**config.mk**
```make
export PLATFORM = sky130hd
export DESIGN_NAME = alu_control_sequencer_flat
export DESIGN_NICKNAME = d
export VERILOG_FILES = /design/src/rtl/alu_control_sequencer_pkg.sv /design/src/rtl/alu_control_sequencer_if.sv /design/src/rtl/alu_control_sequencer_reg_select_decoder.sv /design/src/rtl/alu_control_sequencer.sv /design/src/flat_wrapper.sv
export SDC_FILE = /design/constraint.sdc
export NUM_CORES = 1
export LEC_CHECK = 0
export BUFFER_PORTS_ARGS = -buffer_cell sky130_fd_sc_hd__clkbuf_2
export CAP_MARGIN = 10
export CORE_MARGIN = 5
export CORE_UTILIZATION = 37
export CTS_CLUSTER_DIAMETER = 80
export DETAILED_ROUTE_END_ITERATION = 16
export HOLD_SLACK_MARGIN = 0.02
export PLACE_DENSITY = 0.9
export SLEW_MARGIN = 20
export SYNTH_ARGS = -nofsm -noshare
export SYNTH_HDL_FRONTEND = slang
export SYNTH_HIERARCHICAL = 1
export SYNTH_SLANG_ARGS = --single-unit
```
**constraint.sdc**
```tcl
create_clock -name Clock -period 2.5 [get_ports Clock]
set_input_delay 0.125 -clock Clock [delete_from_list [all_inputs] [get_ports Clock]]
set_output_delay 0.125 -clock Clock [all_outputs]
set_load 0.02 [all_outputs]
```
**src/rtl/alu_control_sequencer_pkg.sv**
```systemverilog
// cpu_ctrl_pkg: shared definitions for the hardwired ALU control sequencer.
//   state_e          - control step encoding (IDLE, T0..T6, DONE)
//   Opc*             - supported opcode constants (IR[31:27])
//   is_3reg()        - true for the register-register ALU class
//   is_muldiv()      - true for MUL/DIV
//   alu_code()       - ALU OP code for a supported opcode, 0 otherwise
package cpu_ctrl_pkg;

    typedef enum logic [3:0] {
        StIdle,
        StT0,
        StT1,
        StT2,
        StT3,
        StT4,
        StT5,
        StT6,
        StDone
    } state_e;

    localparam logic [4:0] OpcAdd  = 5'b00011;
    localparam logic [4:0] OpcSub  = 5'b00100;
    localparam logic [4:0] OpcAnd  = 5'b00101;
    localparam logic [4:0] OpcOr   = 5'b00110;
    localparam logic [4:0] OpcShr  = 5'b00111;
    localparam logic [4:0] OpcShra = 5'b01000;
    localparam logic [4:0] OpcShl  = 5'b01001;
    localparam logic [4:0] OpcRor  = 5'b01010;
    localparam logic [4:0] OpcRol  = 5'b01011;
    localparam logic [4:0] OpcMul  = 5'b01111;
    localparam logic [4:0] OpcDiv  = 5'b10000;

    // The three-register opcodes occupy one contiguous range.
    function automatic logic is_3reg(input logic [4:0] opc);
        return opc inside {[OpcAdd:OpcRol]};
    endfunction

    function automatic logic is_muldiv(input logic [4:0] opc);
        return (opc == OpcMul) || (opc == OpcDiv);
    endfunction

    function automatic logic [4:0] alu_code(input logic [4:0] opc);
        return (is_3reg(opc) || is_muldiv(opc)) ? opc + 5'd1 : 5'd0;
    endfunction

endpackage

```
**src/rtl/alu_control_sequencer_if.sv**
```systemverilog
// Control bundle between the sequencer, the memory handshake and the datapath.
//   Inputs to the sequencer : Run, MemReady, IR[31:0]
//   Outputs of the sequencer: datapath strobes, Rin/Rout[NREG-1:0] one-hot
//                             selects, OP[4:0], Done and Illegal pulses
// master = sequencer side, slave = datapath/memory side.
interface alu_control_sequencer_if #(
    parameter int unsigned NREG = 16
);
    logic            Run;
    logic            MemReady;
    logic [31:0]     IR;

    logic            PCout, MARin, IncPC, ZLowin, ZHighin, ZLowout, ZHighout, PCin;
    logic            Read, MDRin, MDRout, IRin, Yin, HIin, LOin;
    logic [NREG-1:0] Rin;
    logic [NREG-1:0] Rout;
    logic [4:0]      OP;
    logic            Done;
    logic            Illegal;

    modport master (
        input  Run, MemReady, IR,
        output PCout, MARin, IncPC, ZLowin, ZHighin, ZLowout, ZHighout, PCin,
               Read, MDRin, MDRout, IRin, Yin, HIin, LOin, Rin, Rout, OP, Done, Illegal
    );

    modport slave (
        output Run, MemReady, IR,
        input  PCout, MARin, IncPC, ZLowin, ZHighin, ZLowout, ZHighout, PCin,
               Read, MDRin, MDRout, IRin, Yin, HIin, LOin, Rin, Rout, OP, Done, Illegal
    );

endinterface

```
**src/rtl/alu_control_sequencer_reg_select_decoder.sv**
```systemverilog
// reg_select_decoder: 4-to-Width one-hot decoder with enable.
//   sel    in 4     : register index
//   en     in 1     : when low the output is all zeros
//   onehot out Width: one-hot select (zero when disabled or sel >= Width)
module reg_select_decoder #(
    parameter int unsigned Width = 16
) (
    input  logic [3:0]       sel,
    input  logic             en,
    output logic [Width-1:0] onehot
);

    assign onehot = en ? (Width'(1) << sel) : '0;

endmodule

```
**src/rtl/alu_control_sequencer.sv**
```systemverilog
// alu_control_sequencer: hardwired control unit for the single-bus datapath.
// Fetches through PC/MAR/MDR with a MemReady wait in T1, decodes the
// three-register ALU class and MUL/DIV, and emits the T0..T6 control steps.
//   Clock in 1 : rising-edge clock
//   Clear in 1 : synchronous active-high reset, aborts any instruction
//   bus        : master side of alu_control_sequencer_if (Run, MemReady, IR in;
//                strobes, Rin/Rout, OP, Done, Illegal out)
module alu_control_sequencer
    import cpu_ctrl_pkg::*;
#(
    parameter int unsigned NREG = 16
) (
    input  logic                    Clock,
    input  logic                    Clear,
    alu_control_sequencer_if.master bus
);

    state_e     state_q, state_d;
    logic       first_q;   // high in the first T1 cycle only
    logic [4:0] opc;
    logic [3:0] ra, rb, rc;
    logic       rin_en, rout_en;
    logic [3:0] rin_sel, rout_sel;
    logic       unused_ir;

    assign opc       = bus.IR[31:27];
    assign ra        = bus.IR[26:23];
    assign rb        = bus.IR[22:19];
    assign rc        = bus.IR[18:15];
    assign unused_ir = ^bus.IR[14:0];

    always_ff @(posedge Clock) begin
        if (Clear) begin
            state_q <= StIdle;
            first_q <= 1'b0;
        end else begin
            state_q <= state_d;
            first_q <= (state_q == StT0);
        end
    end

    always_comb begin
        state_d      = state_q;
        bus.PCout    = 1'b0;
        bus.MARin    = 1'b0;
        bus.IncPC    = 1'b0;
        bus.ZLowin   = 1'b0;
        bus.ZHighin  = 1'b0;
        bus.ZLowout  = 1'b0;
        bus.ZHighout = 1'b0;
        bus.PCin     = 1'b0;
        bus.Read     = 1'b0;
        bus.MDRin    = 1'b0;
        bus.MDRout   = 1'b0;
        bus.IRin     = 1'b0;
        bus.Yin      = 1'b0;
        bus.HIin     = 1'b0;
        bus.LOin     = 1'b0;
        bus.OP       = 5'd0;
        bus.Done     = 1'b0;
        bus.Illegal  = 1'b0;
        rin_en       = 1'b0;
        rout_en      = 1'b0;
        rin_sel      = ra;
        rout_sel     = rb;

        unique case (state_q)
            StIdle: begin
                if (bus.Run) state_d = StT0;
            end
            StT0: begin
                bus.PCout   = 1'b1;
                bus.MARin   = 1'b1;
                bus.IncPC   = 1'b1;
                bus.ZLowin  = 1'b1;
                bus.ZHighin = 1'b1;
                state_d     = StT1;
            end
            StT1: begin
                // PC update happens once; the read is held across wait cycles.
                bus.ZLowout = first_q;
                bus.PCin    = first_q;
                bus.Read    = 1'b1;
                bus.MDRin   = 1'b1;
                if (bus.MemReady) state_d = StT2;
            end
            StT2: begin
                bus.MDRout = 1'b1;
                bus.IRin   = 1'b1;
                state_d    = StT3;
            end
            StT3: begin
                if (is_3reg(opc) || is_muldiv(opc)) begin
                    rout_en  = 1'b1;
                    rout_sel = is_muldiv(opc) ? ra : rb;
                    bus.Yin  = 1'b1;
                    state_d  = StT4;
                end else begin
                    bus.Illegal = 1'b1;
                    state_d     = StDone;
                end
            end
            StT4: begin
                rout_en    = 1'b1;
                rout_sel   = is_muldiv(opc) ? rb : rc;
                bus.OP     = alu_code(opc);
                bus.ZLowin = 1'b1;
                bus.ZHighin = is_muldiv(opc);
                state_d    = StT5;
            end
            StT5: begin
                bus.ZLowout = 1'b1;
                if (is_muldiv(opc)) begin
                    bus.LOin = 1'b1;
                    state_d  = StT6;
                end else begin
                    rin_en  = 1'b1;
                    state_d = StDone;
                end
            end
            StT6: begin
                bus.ZHighout = 1'b1;
                bus.HIin     = 1'b1;
                state_d      = StDone;
            end
            StDone: begin
                bus.Done = 1'b1;
                state_d  = bus.Run ? StT0 : StIdle;
            end
            default: state_d = StIdle;
        endcase
    end

    reg_select_decoder #(
        .Width (NREG)
    ) u_rin_dec (
        .sel    (rin_sel),
        .en     (rin_en),
        .onehot (bus.Rin)
    );

    reg_select_decoder #(
        .Width (NREG)
    ) u_rout_dec (
        .sel    (rout_sel),
        .en     (rout_en),
        .onehot (bus.Rout)
    );

endmodule

```
**src/flat_wrapper.sv**
```systemverilog
// flat-port wrapper written by rule: the top's interface ports become plain ports
module alu_control_sequencer_flat import cpu_ctrl_pkg::*;
#(
    parameter int unsigned NREG = 16
)
  (Clock, Clear, bus_Run, bus_MemReady, bus_IR, bus_PCout, bus_MARin, bus_IncPC, bus_ZLowin, bus_ZHighin, bus_ZLowout, bus_ZHighout, bus_PCin, bus_Read, bus_MDRin, bus_MDRout, bus_IRin, bus_Yin, bus_HIin, bus_LOin, bus_Rin, bus_Rout, bus_OP, bus_Done, bus_Illegal);
  alu_control_sequencer_if #(.NREG(NREG)) bus_i ();
  input  logic Clock;
  input  logic Clear;
  input wire logic [$bits(bus_i.Run)-1:0] bus_Run;
  input wire logic [$bits(bus_i.MemReady)-1:0] bus_MemReady;
  input wire logic [$bits(bus_i.IR)-1:0] bus_IR;
  output wire logic [$bits(bus_i.PCout)-1:0] bus_PCout;
  output wire logic [$bits(bus_i.MARin)-1:0] bus_MARin;
  output wire logic [$bits(bus_i.IncPC)-1:0] bus_IncPC;
  output wire logic [$bits(bus_i.ZLowin)-1:0] bus_ZLowin;
  output wire logic [$bits(bus_i.ZHighin)-1:0] bus_ZHighin;
  output wire logic [$bits(bus_i.ZLowout)-1:0] bus_ZLowout;
  output wire logic [$bits(bus_i.ZHighout)-1:0] bus_ZHighout;
  output wire logic [$bits(bus_i.PCin)-1:0] bus_PCin;
  output wire logic [$bits(bus_i.Read)-1:0] bus_Read;
  output wire logic [$bits(bus_i.MDRin)-1:0] bus_MDRin;
  output wire logic [$bits(bus_i.MDRout)-1:0] bus_MDRout;
  output wire logic [$bits(bus_i.IRin)-1:0] bus_IRin;
  output wire logic [$bits(bus_i.Yin)-1:0] bus_Yin;
  output wire logic [$bits(bus_i.HIin)-1:0] bus_HIin;
  output wire logic [$bits(bus_i.LOin)-1:0] bus_LOin;
  output wire logic [$bits(bus_i.Rin)-1:0] bus_Rin;
  output wire logic [$bits(bus_i.Rout)-1:0] bus_Rout;
  output wire logic [$bits(bus_i.OP)-1:0] bus_OP;
  output wire logic [$bits(bus_i.Done)-1:0] bus_Done;
  output wire logic [$bits(bus_i.Illegal)-1:0] bus_Illegal;
  assign bus_i.Run = bus_Run;
  assign bus_i.MemReady = bus_MemReady;
  assign bus_i.IR = bus_IR;
  assign bus_PCout = bus_i.PCout;
  assign bus_MARin = bus_i.MARin;
  assign bus_IncPC = bus_i.IncPC;
  assign bus_ZLowin = bus_i.ZLowin;
  assign bus_ZHighin = bus_i.ZHighin;
  assign bus_ZLowout = bus_i.ZLowout;
  assign bus_ZHighout = bus_i.ZHighout;
  assign bus_PCin = bus_i.PCin;
  assign bus_Read = bus_i.Read;
  assign bus_MDRin = bus_i.MDRin;
  assign bus_MDRout = bus_i.MDRout;
  assign bus_IRin = bus_i.IRin;
  assign bus_Yin = bus_i.Yin;
  assign bus_HIin = bus_i.HIin;
  assign bus_LOin = bus_i.LOin;
  assign bus_Rin = bus_i.Rin;
  assign bus_Rout = bus_i.Rout;
  assign bus_OP = bus_i.OP;
  assign bus_Done = bus_i.Done;
  assign bus_Illegal = bus_i.Illegal;
  alu_control_sequencer #(.NREG(NREG)) u_core (.Clock(Clock), .Clear(Clear), .bus(bus_i));
endmodule
```
; ---- Yosys cells after proc, flatten, opt, wreduce, memory -nomap -nowiden
; Cells that the tools add are included.
[word_totals]
input_bits = 36
ff_bits = 5
out_inout_bits = 54
wordCells = 57
[op_classes]
magnitude_cmp = 2
n_addsub = 1
reduce_logical = 6
mux = 32
n_eq_ne = 12
shift = 2
[op_table]
columns = cell, count
row1 = $pmux 4 s9, 1
row2 = $mux 16, 2
row3 = $shl 1x4->16 const A, 2
row4 = $mux 4, 7
row5 = $eq 4x3->1 const B, 4
row6 = $mux 1, 16
row7 = $mux 5, 2
row8 = $eq 4x2->1 const B, 2
row9 = $pmux 4 s2, 1
row10 = $pmux 1 s2, 3
row11 = $add 5x1->5 const B, 1
row12 = $eq 5x4->1 const B, 1
row13 = $eq 5x5->1 const B, 1
row14 = $ge 5x2->1 const B, 1
row15 = $le 5x4->1 const B, 1
row16 = $eq 4x1->1 const B, 1
row17 = $eq 4x4->1 const B, 1
row18 = $logic_not 4->1, 1
row19 = $ne 2x2->1 const B, 2
row20 = $logic_or 1x1->1, 2
row21 = $reduce_and 2->1, 1
row22 = $reduce_or 2->1, 1
row23 = $logic_and 1x1->1, 1

; ---- Depth between registers and ports, before layout
; Gate-level depths: netlist of the first run.
[depth]
ltp_word = 7
ltp_mapped = 8
mapped_depth_nobuf = 8

; ---- By module
; Netlist of the first run, hierarchy kept.
[by_module_without_submodules]
columns = mod, cells_per_inst, area_per_inst_um2, n_inst
row1 = alu_control_sequencer, 100, 730.7, 1
row2 = reg_select_decoder, 23, 120.1, 2

; ---- Worst setup path after synthesis of the first run
; Ideal clock, no wire load.
[synth_path]
path_type = register to output
from = register u_core.state_q[2]
to = output bus_Rout[8]
stages_incl_launch_ff = 8
path_buffers = 1
arrival_time_ns = 1.958
t_required_ns = 2.375
setup_slack_ns = 0.417
cell_sequence = dfxtp_1 > buf_4 > nand2b_1 > nor2_1 > nand3_1 > a221o_1 > or3b_4 > nor2_1
[synth_between]
elab_chain_cells = 4
elab_cells_between_ends = 6
classes_between = eq/ne (2) / shift (1) / mux (3)
[synth_lines]
columns = element, line
row1 = start: declaration, alu_control_sequencer.sv:18  ; state_e state_q, state_d;
row2 = start signal: assignment, alu_control_sequencer.sv:34  ; state_q <= StIdle;
row3 = start signal: assignment, alu_control_sequencer.sv:37  ; state_q <= state_d;
row4 = $eq 4x3->1, alu_control_sequencer.sv:67  ; unique case (state_q)
row5 = $pmux 4 s2 *, alu_control_sequencer.sv:67
row6 = via u_core.rout_sel[2], alu_control_sequencer.sv:23  ; logic [3:0] rin_sel, rout_sel;
row7 = $shl 1x4->16 *, alu_control_sequencer_reg_select_decoder.sv:13  ; assign onehot = en ? (Width'(1) << sel) : '0;
row8 = $mux 16 *, alu_control_sequencer_reg_select_decoder.sv:13
row9 = end: declaration, flat_wrapper.sv:29  ; output wire logic [$bits(bus_i.Rout)-1:0] bus_Rout;
; The timed path passes the listed nets; every way through them passes the cells marked *.

; ---- Worst setup path in the final report of the first run
[layout_path]
from = input bus_IR[27]
to = output bus_Rout[1]
[layout_between]
elab_cells_between_ends = 15
classes_between = order compare (2) / eq/ne (2) / shift (1) / mux (7) / reduce/logical (3)
[layout_rtl]
columns = element, line
row1 = start: declaration, flat_wrapper.sv:12  ; input wire logic [$bits(bus_i.IR)-1:0] bus_IR;
row2 = $ge 5x2->1 (tied with other cells), alu_control_sequencer_pkg.sv:35  ; return opc inside {[OpcAdd:OpcRol]};
row3 = $logic_and 1x1->1 / $logic_or 1x1->1 (equally long branches), "alu_control_sequencer_pkg.sv:35, alu_control_sequencer_pkg.sv:39"
row4 = $logic_or 1x1->1 *, alu_control_sequencer.sv:93  ; if (is_3reg(opc) || is_muldiv(opc)) begin
row5 = $mux 1 *, alu_control_sequencer.sv:93
row6 = $pmux 1 s2 *, alu_control_sequencer.sv:67
row7 = via u_core.rout_en, alu_control_sequencer.sv:22  ; logic rin_en, rout_en;
row8 = $mux 16 *, alu_control_sequencer_reg_select_decoder.sv:13
; Marks and branches as above.

==> metrics.txt, run 1 <==
status=completed; hold path depth=2; fill count=285; VDD IR max=0.357 mV; # port buffers=74; synthesis-stage register bit count=5; Initial Utilization=38.8%; Post-CTS Setup Bufs=0; H-tree depth=1; CP top delay family=simple AND/OR/NAND/NOR gates; pin count of the biggest net entering global routing=12; multiplexer share of the synthesized area=1.03%; CP Buf/Inv Count=2; worst-margin pin slew=0.438 ns; grt ovf=0; CP Data Arrival Time=2.22 ns; crit path capture type=primary output; first-pass GRT wire length=4420 µm; Initial DRC Count=39; Final Setup Violations=0; P_leak=0.753 nW; kind of critical path=in -> out; number of flops mapped to enable cells by yosys=0; worst endpoint required time=2.38 ns; Max-Cap Viols=0; largest area contributor in the netlist=nor2_1; worst r2r path cells=4; crit start category=primary input; Final Hold Vio Count=0; post-synthesis cell type count=45; antenna violations before repair=0; chip height=61.2 µm; CTS clk-pin slew, worst paths=0.04 ns; clock sinks=5; via count=1286; DRT antenna net count=0; TNS Setup=0 ns; Final Critical Period=2.34 ns; synth-to-layout area growth=43.2%; vias in the first global route=1033; Synth area leaders=nor2_1, dfxtp_1, nor3_1; maximum clock rate=427 MHz; Mapped Nets=184; Root Buffer=clkbuf_4; Finished Layout Cells=250; Synth top area share=13.9%; total CTS buffers=3; post-route cell area=0.00139 mm²; Synth Area in Simple Gates=58.4%; hold_ws=0.0897 ns; Max FO, Critical Path=6; GRT Overall Usage=15.1%; CORE AREA=0.00250 mm²; commonest non-fill, non-tap cell in the layout=clkbuf_2; Tcrit/Tclk final=93.6%; Skew-Pair Late Insertion Delay=0.24 ns; drt via density=5.14; Yosys warnings=6; most used cell along the critical path=clkbuf_2; Final HPWL DP=2580 µm; stages on the worst setup path=9; register area share after synthesis=10.3%; Routed WL per cell=11.9 µm; synthesized area per cell=6.65 µm²; Std-Cell Rows=18; clk_skew=0.00229 ns; compound-cell area share of the yosys netlist=16.6%; Slew Viols, Final=0; crit-path cells=clkbuf_2 > ha_1 > and4b_1 > nor3_2 > o211ai_2 > o21ai_1 > or3b_4 > nor2_2 > clkbuf_2; die width=61.2 µm; post-synthesis xor/xnor area fraction=1.80%; adder and majority gate portion of the synthesized area=2.58%; RD Place Congestion=0.826; Ant. Diodes=0; most frequent cells in the layout=clkbuf_2, nor2_1, nor3_1, nand2_1, inv_1; pwr dens=291 mW/mm²; first-pass iteration count of the detailed router=4; Clock Path Buffers=2; Final Core Density=55.6%; Routed WL=2990 µm; Slowest Stage Delay on Critical Path=0.46 ns; drt drc=0; RSZ-0062 raised after global routing=no; share of post-route cells with drive strength above 1=45.0%; Worst path slowest cell=or3b_4; Slew HR=70.6%; Post-Syn Area=971 µm²; async set-or-reset flop fraction in the synthesized netlist=0%; Post-synth top flop=dfxtp_1; # IOs=90; Min-Delay Path Class=in -> reg; DIE AREA=0.00375 mm²; Placed Instance Area=0.00136 mm²; placed cells=246; final net count=259; TritonCTS clock tree=yes; largest family of logic cells by synthesized area=simple AND/OR/NAND/NOR gates; synthesized netlist cell count=146
synth_stat cells, drive strengths merged (2+ instances only):
master / instances
nor4: 2
and3: 3
ha: 2
a211oi: 2
nand3: 6
nand2: 10
nor3: 14
nor2b: 2
inv: 7
and4b: 2
o21ai: 5
or3b: 3
nand2b: 6
a21oi: 3
dfxtp: 5
nand3b: 4
nor2: 39
buf: 9
a221o: 4
power breakdown:
part           switching, mW  internal, mW
logic                  0.127        0.0818
registers             0.0129        0.0889
clock network         0.0330        0.0603
flip-flops by register name, indices dropped and copies added (netlist names):
name and count:
u_core/first_q 1, u_core/state_q 4
worst paths after layout:
path / start / endpoint / slack (ns)
setup reg to reg: u_core/state_q[1] / u_core/state_q[3] / 1.14
hold reg to reg: u_core/state_q[2] / u_core/first_q / 0.63
setup / recovery: bus_IR[27] / bus_Rout[1] / 0.16
hold / removal: Clear / u_core/state_q[2] / 0.09
worst reg2reg max path: cells and delay by family (launching register included):
family	cells	cell delay, ns
simple gates	3	0.65
flops	1	0.46
compound gates	1	0.20
cell type report:
type | count | area [µm²] | share of cell area [%]
clock buffer | 4 | 26.3 | 1.89
timing repair buffer | 80 | 415 | 29.9
inverter | 7 | 26.3 | 1.89
tap | 30 | 37.5 | 2.70
sequential | 5 | 101 | 7.29
multi-input combinational | 124 | 783 | 56.3
repair_timing:
| action | 4_1_cts | 5_1_grt |
|---|---|---|
| gates resized for setup | 0 | 2 |
| hold buffers | 0 | 0 |
| endpoints found under the setup margin | 0 | 7 |
logic make-up (layout without fill, tap and decap cells):
family,Yosys count,in the layout
and+or+nand+nor,98,98
AOI/OAI and AO/OA,21,21
buffers and inverters,17,91
DFF,5,5
adders and majority gates,2,2
xor gates and xnor gates,2,2
muxes,1,1
stage by stage:
step	worst slack [ns]	total power [mW]
after global placement	0.196	0.307
after global routing	0.0526	0.435
after detailed placement	0.149	0.312
after floorplan	0.417	0.251
after CTS	0.0573	0.409
final	0.160	0.404
metal layers:
metal	share of wire (%)	vias up	track usage, %
li1	-	669	-
met5	0	-	0
met2	50	46	26.6
met4	0.27	0	4.64
met3	9.8	2	0.839
met1	40	569	19.5
Power figures use the tool's default switching activity.
==> run 2, diff against run 1 <==
- GPL_TIMING_DRIVEN: not set -> 0
==> metrics.txt, run 2 (same netlist as run 1, synthesis figures left out) <==
# port buffers=73 (was 74); drt via density=5.26 (was 5.14); crit-path cells=buf_2 > nand2b_4 > nor2_1 > and3_1 > a221o_1 > or3b_4 > nor3_2 > clkbuf_2 (was clkbuf_2 > ha_1 > and4b_1 > nor3_2 > o211ai_2 > o21ai_1 > or3b_4 > nor2_2 > clkbuf_2); pwr dens=295 mW/mm² (was 291 mW/mm²); Skew-Pair Late Insertion Delay=0.24 ns (about the same); die width=61.2 µm (unchanged); TritonCTS clock tree=yes (unchanged); Final Critical Period=2.37 ns (was 2.34 ns); crit path capture type=primary output (unchanged); via count=1331 (was 1286); share of post-route cells with drive strength above 1=48.4% (was 45.0%); RD Place Congestion=0.903 (was 0.826); first-pass iteration count of the detailed router=4 (unchanged); post-route cell area=0.00145 mm² (was 0.00139 mm²); total power=0.428 mW (was 0.404 mW); Placed Instance Area=0.00137 mm² (was 0.00136 mm²); CTS clk-pin slew, worst paths=0.04 ns (about the same); Largest regs=u_core/state_q x4, u_core/first_q x1 (unchanged); stages on the worst setup path=8 (was 9); dpl ws=0.149 ns (about the same); crit start category=flip-flop (was primary input); total CTS buffers=3 (unchanged); CP endpoint=bus_Rout[0] (was bus_Rout[1]); GRT Overall Usage=15.4% (was 15.1%); Initial Utilization=38.8% (unchanged); Std-Cell Rows=18 (unchanged); Final Core Density=58.1% (was 55.6%); Tcrit/Tclk final=94.9% (was 93.6%); Max FO, Critical Path=9 (was 6); H-tree depth=1 (unchanged); Biggest register=u_core/state_q (unchanged); grt ovf=0 (unchanged); status=completed (unchanged); fill count=259 (was 285); Routed WL=3270 µm (was 2990 µm); DIE AREA=0.00375 mm² (unchanged); FF-to-FF End=u_core/state_q[3] (unchanged); synth-to-layout area growth=49.5% (was 43.2%); CP Buf/Inv Count=2 (unchanged); clock sinks=5 (unchanged); Post-CTS Setup Bufs=0 (unchanged); CP Data Arrival Time=2.25 ns (was 2.22 ns); maximum clock rate=422 MHz (was 427 MHz); VDD IR max=0.409 mV (was 0.357 mV); Clock Path Buffers=2 (unchanged); Reg-to-Reg Start=u_core/state_q[1] (unchanged); Worst path slowest cell=or3b_4 (unchanged); CORE AREA=0.00250 mm² (unchanged); Final HPWL DP=2670 µm (was 2580 µm); Slowest Stage Delay on Critical Path=0.42 ns (was 0.46 ns); worst endpoint required time=2.38 ns (about the same); kind of critical path=reg -> out (was in -> out); # IOs=90 (unchanged); vias in the first global route=1114 (was 1033); worst r2r path cells=5 (was 4); chip height=61.2 µm (unchanged); Max-Cap Viols=0 (unchanged); placed cells=249 (was 246); Ant. Diodes=0 (unchanged); DRT antenna net count=0 (unchanged); Worst setup startpoint=u_core/state_q[1] (was bus_IR[27]); most frequent cells in the layout=clkbuf_2, nor2_1, nor3_1, nand2_1, inv_1 (unchanged); P_leak=0.768 nW (was 0.753 nW); Routed WL per cell=12.9 µm (was 11.9 µm); CP top delay family=simple AND/OR/NAND/NOR gates (unchanged); worst setup margin=0.128 ns (was 0.160 ns); Slew Viols, Final=0 (unchanged); Initial DRC Count=57 (was 39); hold-fix buffers at CTS=0 (unchanged); Finished Layout Cells=253 (was 250); first-pass GRT wire length=4530 µm (was 4420 µm); r2r setup slk=1.05 ns (was 1.14 ns); pin count of the biggest net entering global routing=11 (was 12); Final Setup Violations=0 (unchanged); Min-Delay Path Class=in -> reg (unchanged); Largest register FFs=4 (unchanged); clk_skew=0.000571 ns (was 0.00229 ns); commonest non-fill, non-tap cell in the layout=clkbuf_2 (unchanged); drt drc=0 (unchanged); final net count=262 (was 259); Slew HR=72.1% (was 70.6%); Final Hold Vio Count=0 (unchanged); worst-margin pin slew=0.417 ns (was 0.438 ns); antenna violations before repair=0 (unchanged); Root Buffer=clkbuf_4 (unchanged)
==> run 2: worst min-delay path by stage <==
stage,startpoint,to,slack (ns),cells after the start
3_3_place_gp,Clear,u_core/state_q[2],0.34,2
3_5_place_dp,Clear,u_core/state_q[1],0.34,2
6_report,Clear,u_core/state_q[2],0.1,2
2_1_floorplan,Clear,u_core/state_q[2],0.19,1
5_1_grt,Clear,u_core/state_q[1],0.11,2
4_1_cts,Clear,u_core/state_q[1],0.09,2
==> run 2: report_power, final <==
group          switching (mW)  internal (mW)  leakage [nW]
clock                  0.0317         0.0602        0.0150
combinational           0.145         0.0966         0.712
sequential            0.00535         0.0886        0.0409
==> run 2: area by class of cell <==
cell class	instances	area, µm²	share of cell area [%]
Buffer	10	70.1	4.83
Clock buffer	4	26.3	1.81
Inverter	7	26.3	1.81
Multi-Input combinational cell	124	826	56.9
Sequential cell	5	100	6.90
Tap cell	30	37.5	2.59
Timing Repair Buffer	73	365	25.2
==> run 2: metrics by stage <==
step                      hold WS, ns  setup TNS (ns)
final                          0.0961               0
after global routing            0.108         -0.0128
after CTS                      0.0891               0
after detailed placement        0.343               0
after global placement          0.336               0
after floorplan                 0.194               0
==> run 2: layer usage <==
layer / vias to the layer above / part of all wire [%] / GRT usage, % / wire length [µm]
met5: - / 0 / 0 / 0
met4: 0 / 0.95 / 3.72 / 31
met3: 4 / 7.9 / 1.05 / 257
met2: 48 / 52 / 30.1 / 1700
met1: 599 / 39 / 17.9 / 1280
li1: 680 / - / - / -
==> run 2: what timing repair did <==
item	in CTS	in global routing
gates resized for setup	1	14
hold endpoints to repair	0	0
endpoints found under the setup margin	2	11
